===== src/rtl/bcd_bin_conv_pkg.sv =====
// bcd_bin_conv_pkg: shared state encoding and BCD digit constants
package bcd_bin_conv_pkg;
  typedef enum logic [1:0] {ST_IDLE, ST_SHIFT, ST_DONE} state_e;
  localparam int BCD_DIGIT_W = 4;
  localparam logic [3:0] BCD_MAX_DIGIT = 4'd9;
endpackage


===== src/rtl/bcd_bin_conv_sub3.sv =====
// bcd_sub3_digit: one BCD digit correction (dig_i >= 8 ? dig_i - 3 : dig_i); ports dig_i in, dig_o out
module bcd_sub3_digit (
  input  logic [3:0] dig_i,
  output logic [3:0] dig_o
);
  assign dig_o = dig_i >= 4'd8 ? dig_i - 4'd3 : dig_i;
endmodule


===== src/rtl/bcd_bin_conv.sv =====
// bcd_bin_conv: sequential BCD-to-binary (reverse double-dabble); clk/rst, start+bcd in, bin/busy/done/err/ovf out
module bcd_bin_conv
  import bcd_bin_conv_pkg::*;
#(
  parameter int DIGITS = 2,
  parameter int BW = 7
) (
  input  logic                        clk,
  input  logic                        rst,
  input  logic                        start,
  input  logic [BCD_DIGIT_W*DIGITS-1:0] bcd,
  output logic [BW-1:0]               bin,
  output logic                        busy,
  output logic                        done,
  output logic                        err,
  output logic                        ovf
);
  localparam int BCDW = BCD_DIGIT_W * DIGITS;
  localparam int CW = $clog2(BW + 1);
  state_e state_q;
  logic [BCDW-1:0] sr_bcd_q, sr_bcd_d, sh_bcd;
  logic [BW-1:0] sr_bin_q, sh_bin, bin_q;
  logic [CW-1:0] cnt_q;
  logic [DIGITS-1:0] bad;
  logic done_q, err_q, ovf_q;
  // 0 enters the BCD MSB; the binary LSB falls out
  assign {sh_bcd, sh_bin} = {1'b0, sr_bcd_q, sr_bin_q[BW-1:1]};
  for (genvar d = 0; d < DIGITS; d++) begin : g_dig
    bcd_sub3_digit u_sub3 (
      .dig_i(sh_bcd[d*BCD_DIGIT_W +: BCD_DIGIT_W]),
      .dig_o(sr_bcd_d[d*BCD_DIGIT_W +: BCD_DIGIT_W])
    );
    assign bad[d] = bcd[d*BCD_DIGIT_W +: BCD_DIGIT_W] > BCD_MAX_DIGIT;
  end
  always_ff @(posedge clk) begin
    if (rst) begin
      state_q  <= ST_IDLE;
      sr_bcd_q <= '0;
      sr_bin_q <= '0;
      cnt_q    <= '0;
      bin_q    <= '0;
      done_q   <= 1'b0;
      err_q    <= 1'b0;
      ovf_q    <= 1'b0;
    end else begin
      done_q <= 1'b0;
      case (state_q)
        ST_IDLE: if (start) begin
          sr_bcd_q <= bcd;
          sr_bin_q <= '0;
          cnt_q    <= '0;
          err_q    <= |bad;
          bin_q    <= '0;
          ovf_q    <= 1'b0;
          state_q  <= ST_SHIFT;
        end
        ST_SHIFT: begin
          sr_bcd_q <= sr_bcd_d;
          sr_bin_q <= sh_bin;
          cnt_q    <= cnt_q + 1'b1;
          if (cnt_q == CW'(BW - 1)) state_q <= ST_DONE;
        end
        ST_DONE: begin
          // any BCD left after BW shifts is value bits above BW
          bin_q   <= err_q ? '0 : sr_bin_q;
          ovf_q   <= !err_q && |sr_bcd_q;
          done_q  <= 1'b1;
          state_q <= ST_IDLE;
        end
        default: state_q <= ST_IDLE;
      endcase
    end
  end
  assign bin  = bin_q;
  assign busy = state_q != ST_IDLE;
  assign done = done_q;
  assign err  = err_q;
  assign ovf  = ovf_q;
endmodule


===== config.mk =====
export PLATFORM = sky130hd
export DESIGN_NAME = bcd_bin_conv
export DESIGN_NICKNAME = d
export VERILOG_FILES = /design/src/rtl/bcd_bin_conv_pkg.sv /design/src/rtl/bcd_bin_conv_sub3.sv /design/src/rtl/bcd_bin_conv.sv
export SDC_FILE = /design/constraint.sdc
export NUM_CORES = 1
export LEC_CHECK = 0
export CORE_MARGIN = 5
export CORE_UTILIZATION = 50
export DETAILED_ROUTE_END_ITERATION = 8
export GPL_TIMING_DRIVEN = 0
export PLACE_DENSITY = 0.81
export SYNTH_ARGS = -nofsm -noshare
export SYNTH_HDL_FRONTEND = slang
export SYNTH_SLANG_ARGS = --single-unit

===== constraint.sdc =====
create_clock -name clk -period 1.6 [get_ports clk]
set_clock_uncertainty 0.1 [all_clocks]
set_input_delay 0.32 -clock clk [delete_from_list [all_inputs] [get_ports clk]]
set_output_delay 0.32 -clock clk [all_outputs]
set_load 0.02 [all_outputs]

-- After elaboration in Yosys (flattened, before gate mapping)
Cells that the tools add are included.
- add/subtract/negate cells: 3
- $lt $le $gt $ge: 4
- equality and inequality tests: 5
- mux-type cells: 16
- reduce and logical (&&, ||, !) cells: 12
- operators with widths (kind ; number):
    7-bit one-hot mux with 2 select lines ; 2
    8-bit one-hot mux with 2 select lines ; 1
    7-bit 2-to-1 mux ; 2
    4-bit greater-than comparator, second input constant ; 2
    4-bit 2-to-1 mux ; 2
    8-bit 2-to-1 mux ; 1
    2-bit AND reduction ; 4
    8-bit OR reduction ; 1
    3-bit one-hot mux with 2 select lines ; 1
    2-bit nonzero test ; 3
    3-bit by 4-bit greater-or-equal comparator with 1-bit output, second input constant ; 1
    4-bit greater-or-equal comparator, second input constant ; 1
    2-bit 2-to-1 mux ; 2
    2-bit != test, second input constant ; 2
    2-bit one-hot mux with 2 select lines ; 1
    3-bit by 2-bit subtractor with 4-bit output, second input constant ; 1
    4-bit by 2-bit subtractor with 4-bit output, second input constant ; 1
    3-bit by 1-bit adder with 3-bit output, second input constant ; 1
    3-bit == test, second input constant ; 1
    3-bit 2-to-1 mux ; 1
    2-bit by 1-bit == test with 1-bit output, second input constant ; 1
    2-bit == test, second input constant ; 1
    2-bit zero test ; 1
    1-bit 2-to-1 mux ; 2
    4 further kinds ; 4
- bits in registers: 30
- output and inout port bits: 11
- word-level logic and storage cells: 48

-- Depth between registers and ports, before layout
- depth in word-level cells: 3
- gate-level depth with buffers: 5
- mapped depth without buffers: 5

-- By module
From an unflattened synthesis, not the netlist that was laid out.
- cell total of the unflattened synthesis: 157
- area total of the unflattened synthesis: 1417.6 um2
- by module, submodules not included (module ; times used ; cells an instance ; area each (um2) ; sequential area each (um2)):
    bcd_bin_conv ; 1 ; 135 ; 1265.0 ; 600.6
    bcd_sub3_digit ; 2 ; 11 ; 76.3 ; 0.0

-- Worst setup path after synthesis
No wires, ideal clock.
- kind: register to register
- start: register sr_bcd_q[1]
- end: register sr_bcd_q[1]
- setup time: 58 ps
- arrival: 1176 ps
- slack: 267 ps
- cell stages (with the launch flop): 6
- path buffers: 0
- period minus slack after synthesis: 1333 ps
- cell sequence: dfxtp_1 -> inv_1 -> ha_1 -> mux2i_1 -> a221oi_1 -> o21a_1
- longest elaborated chain between the ends: 3
- elaborated cells between the ends (all ways): 4
- those cells by class: add/sub (1); order compare (1); mux (2)
- ends and longest elaborated chain (element ; line ; text):
    from (decl) ; bcd_bin_conv.sv:21 ; logic [BCDW-1:0] sr_bcd_q, sr_bcd_d, sh_bcd;
    from (signal assigned) ; bcd_bin_conv.sv:58 ; sr_bcd_q <= sr_bcd_d;
    4-bit by 2-bit subtractor with 4-bit output or 4-bit greater-or-equal comparator (tied branches) ; bcd_bin_conv_sub3.sv:6 ; assign dig_o = dig_i >= 4'd8 ? dig_i - 4'd3 : dig_i;
    4-bit 2-to-1 mux * ; bcd_bin_conv_sub3.sv:6 ;
    8-bit one-hot mux with 2 select lines * ; bcd_bin_conv.sv:47 ; case (state_q)
Every way passes the cells marked *; elsewhere a longest branch is shown, timed or not.
A chain may end at the register's enable or synchronous reset.

-- Final worst setup path
- start: register state_q[1]
- end: output port busy
- longest elaborated chain between the ends: 1
- ends and longest elaborated chain (element ; line ; text):
    from (decl) ; bcd_bin_conv.sv:20 ; state_e state_q;
    from (signal assigned) ; bcd_bin_conv.sv:37 ; state_q <= ST_IDLE;
    from (signal assigned) ; bcd_bin_conv.sv:55 ; state_q <= ST_SHIFT;
    from (signal assigned) ; bcd_bin_conv.sv:61 ; if (cnt_q == CW'(BW - 1)) state_q <= ST_DONE;
    2-bit nonzero test ; bcd_bin_conv.sv:75 ; assign busy = state_q != ST_IDLE;
    to (decl) ; bcd_bin_conv.sv:13 ; output logic busy,
Every way passes these cells.

==> metrics.cfg <==
[yosys]
avgSynthCellArea_um2=10.00
ys_types=39
synth_edf_count=0
ys_async_sr_fraction_pct=0
synth_cells=131
syn_area_um2=1310
synth-simple-area-share_pct=14.80
synth.area.mux_share_pct=3.820
synth_xor_area_share_pct=1.337
synth_nets=146
yosysSeqAreaShare_pct=45.85
yosysWarnings=0
synth_adder_area_share_pct=3.820
ys_ff_latch=30
synth_top_family_by_area=compound AO/OA/AOI/OAI gates
synth_ff_type=dfxtp_1
synth-compound-area-share_pct=23.59

[critical_path]
path_class=reg2out
path_cells=buf_8 -> nor2_4 -> inv_1 -> buf_4
worstPathRequired_ns=1.18
crit_fanout=5
critPathTopFamily=flip-flops
slowest_delay_ns=0.34
r2r_cells=5
startpoint_type=flip-flop
cpMaxStageDelayCell=dfxtp_2
crit_path_end_kind=output pin
cp.depth=4
worstPathArrival_ns=1.13
crit_buf_inv=3

[sta]
setup_violations=0
holdWs_ns=0.3749
final_hold_viol_count=0
fin_ws_ns=0.05062
worst_pin_slew_ns=0.3629
period_share_pct=96.84
final.min_clock_period_ns=1.549
fmax_mhz=645.4
slew_headroom_pct=75.47
slew_viol_final=0

[finish]
fill_cells=200
final_area_um2=1654
nets=178
postLayoutCoreUtil_pct=66.17
num_antenna_cells=0
syn2layout_area_growth_pct=26.27
drive_above_1_share_pct=20.73

[floorplan]
dieWidth_um=61.19
die_area_um2=3744
fp.coreArea_um2=2500
placementRows=18
die_y_um=61.19
initial_core_util_pct=52.40
ios=22

[drt]
wl_per_cell_um=15.30
dr.pass1.iters=4
vias_per_cell=5.727
wirelength_um=2968
ant_nets=0
route.vias.total=1111
route.detailed.drc=0
drtIter0Drc=56

[placement]
gp_congestion=0.7984
place_hpwl_um=2097
dp_slack_ns=-0.1848
placedInstanceArea_um2=1558
port_buffers=21

[clock_tree]
cts_tree=yes
ctsRootBufferMaster=clkbuf_4
clkLatencyLatePin_ns=0.32
htree_levels=2
clkSlewWorstSetupHoldPaths_ns=0.09
numCtsBuffers=5
cts_buffer_depth=2
clock-sinks=30

[power]
ir_worst_vdd_mv=0.7027
powerDensity_nw_per_um2=888.5
power_uw=1470
leakage_uw=0.0007114

[hold_path]
hold_path.class=reg2reg
min_path_cells=1

[grt]
grt_max_degree=11
grt_first_pass_wirelength_um=4940
grt_usage_pct=18.10
antenna_found_initial=0
grt_pass1_vias=1092
grt_overflow=0

[job]
max_cap_viol_count=0

[run_status]
run_status=finished clean

-- stage by stage --
step / cells / TNS, ns
after detailed placement: 182 / -3.706
after CTS: 190 / 0
after floorplan: 131 / 0
after global placement: 182 / -2.746
after global routing: 194 / -0.005339
final: 194 / 0
-- cell families (layout without fill, tap and decap cells) --
family / Yosys count / after routing
AO/OA/AOI/OAI: 38 / 38
XOR/XNOR: 2 / 2
adder cells (fa/ha/maj): 4 / 4
buffers and inverters: 15 / 48
flip-flops: 30 / 30
multiplexers: 5 / 5
AND/OR/NAND/NOR: 37 / 37
-- cells in the mapped netlist, types with 2 or more instances --
| cell | count | area (um2) |
|---|---|---|
| inv_1 | 6 | 22.52 |
| a32oi_1 | 2 | 17.52 |
| a311oi_1 | 2 | 17.52 |
| nand3b_1 | 2 | 15.01 |
| o21ai_0 | 2 | 10.01 |
| a211oi_1 | 3 | 22.52 |
| buf_2 | 5 | 25.02 |
| nor4_1 | 2 | 12.51 |
| a22o_1 | 8 | 70.07 |
| nor2b_1 | 3 | 18.77 |
| o21ba_2 | 2 | 20.02 |
| dfxtp_1 | 30 | 600.6 |
| nand2_1 | 4 | 15.01 |
| a22oi_1 | 8 | 60.06 |
| mux2i_1 | 5 | 50.05 |
| nor2_1 | 18 | 67.56 |
| a21oi_1 | 3 | 15.01 |
| buf_4 | 2 | 15.01 |
| ha_1 | 4 | 50.05 |
-- final cells by class --
type,instances,area (um2),area share (%)
multi-input combinational,86,628.1,37.97
sequential,30,604.3,36.54
timing repair buffer,25,225.2,13.62
buffer,9,76.32,4.614
clock buffer,7,55.05,3.328
tap,30,37.54,2.269
inverter,6,22.52,1.362
clock inverter,1,5.005,0.3026
-- state kept, by name, indices dropped and copies added (netlist names) --
register and cells:
state_q 2, sr_bin_q 7, done 1, bin 7, sr_bcd_q 8, err 1
cnt_q 3, ovf 1
-- where the power goes --
group,leakage [uW],switching (uW),internal (uW),total (uW)
sequential,0.000245,27.4,772,800
combinational,0.000431,107,98.3,205
clock,0.0000353,253,213,465
-- what timing repair did --
| item | in CTS | in global routing |
|---|---|---|
| hold buffers | 0 | 0 |
| setup endpoints to repair | 11 | 2 |
| gates resized for setup | 17 | 6 |
| pin swaps | 1 | 1 |
| setup buffers | 0 | 4 |
-- cells in the final DEF (no fill, tap or decap), drive strengths merged, types with 2 or more instances in the layout --
| cell | netlist | final |
|---|---|---|
| nor2b | 4 | 4 |
| nor2 | 19 | 19 |
| clkbuf | 0 | 7 |
| nor3 | 2 | 2 |
| inv | 6 | 6 |
| nor4 | 2 | 2 |
| a211oi | 4 | 4 |
| dlygate4sd2 | 0 | 10 |
| a22oi | 8 | 8 |
| a32oi | 2 | 2 |
| a311oi | 2 | 2 |
| nand2 | 4 | 4 |
| ha | 4 | 4 |
| o21ba | 2 | 2 |
| mux2i | 5 | 5 |
| o21ai | 2 | 2 |
| a22o | 8 | 8 |
| a21oi | 4 | 4 |
| nand3b | 2 | 2 |
| buf | 9 | 14 |
| clkdlybuf4s50 | 0 | 10 |
| dfxtp | 30 | 30 |
-- per-layer routing --
layer	track usage, %	routed length, um	vias up
met5	0	0	-
met1	21.62	1272	525
met4	8.050	70	0
met3	5.660	187	9
met2	29.76	1437	34
li1	-	-	543
-- final timing paths --
kind         slack (ns)      to       start
max                0.05    busy  state_q[1]
min                0.37  bin[2]      bin[2]
max reg2reg        0.18  bin[5]  state_q[1]
min reg2reg        0.37  bin[2]      bin[2]
No activity file was read; power rests on OpenSTA's default activity.
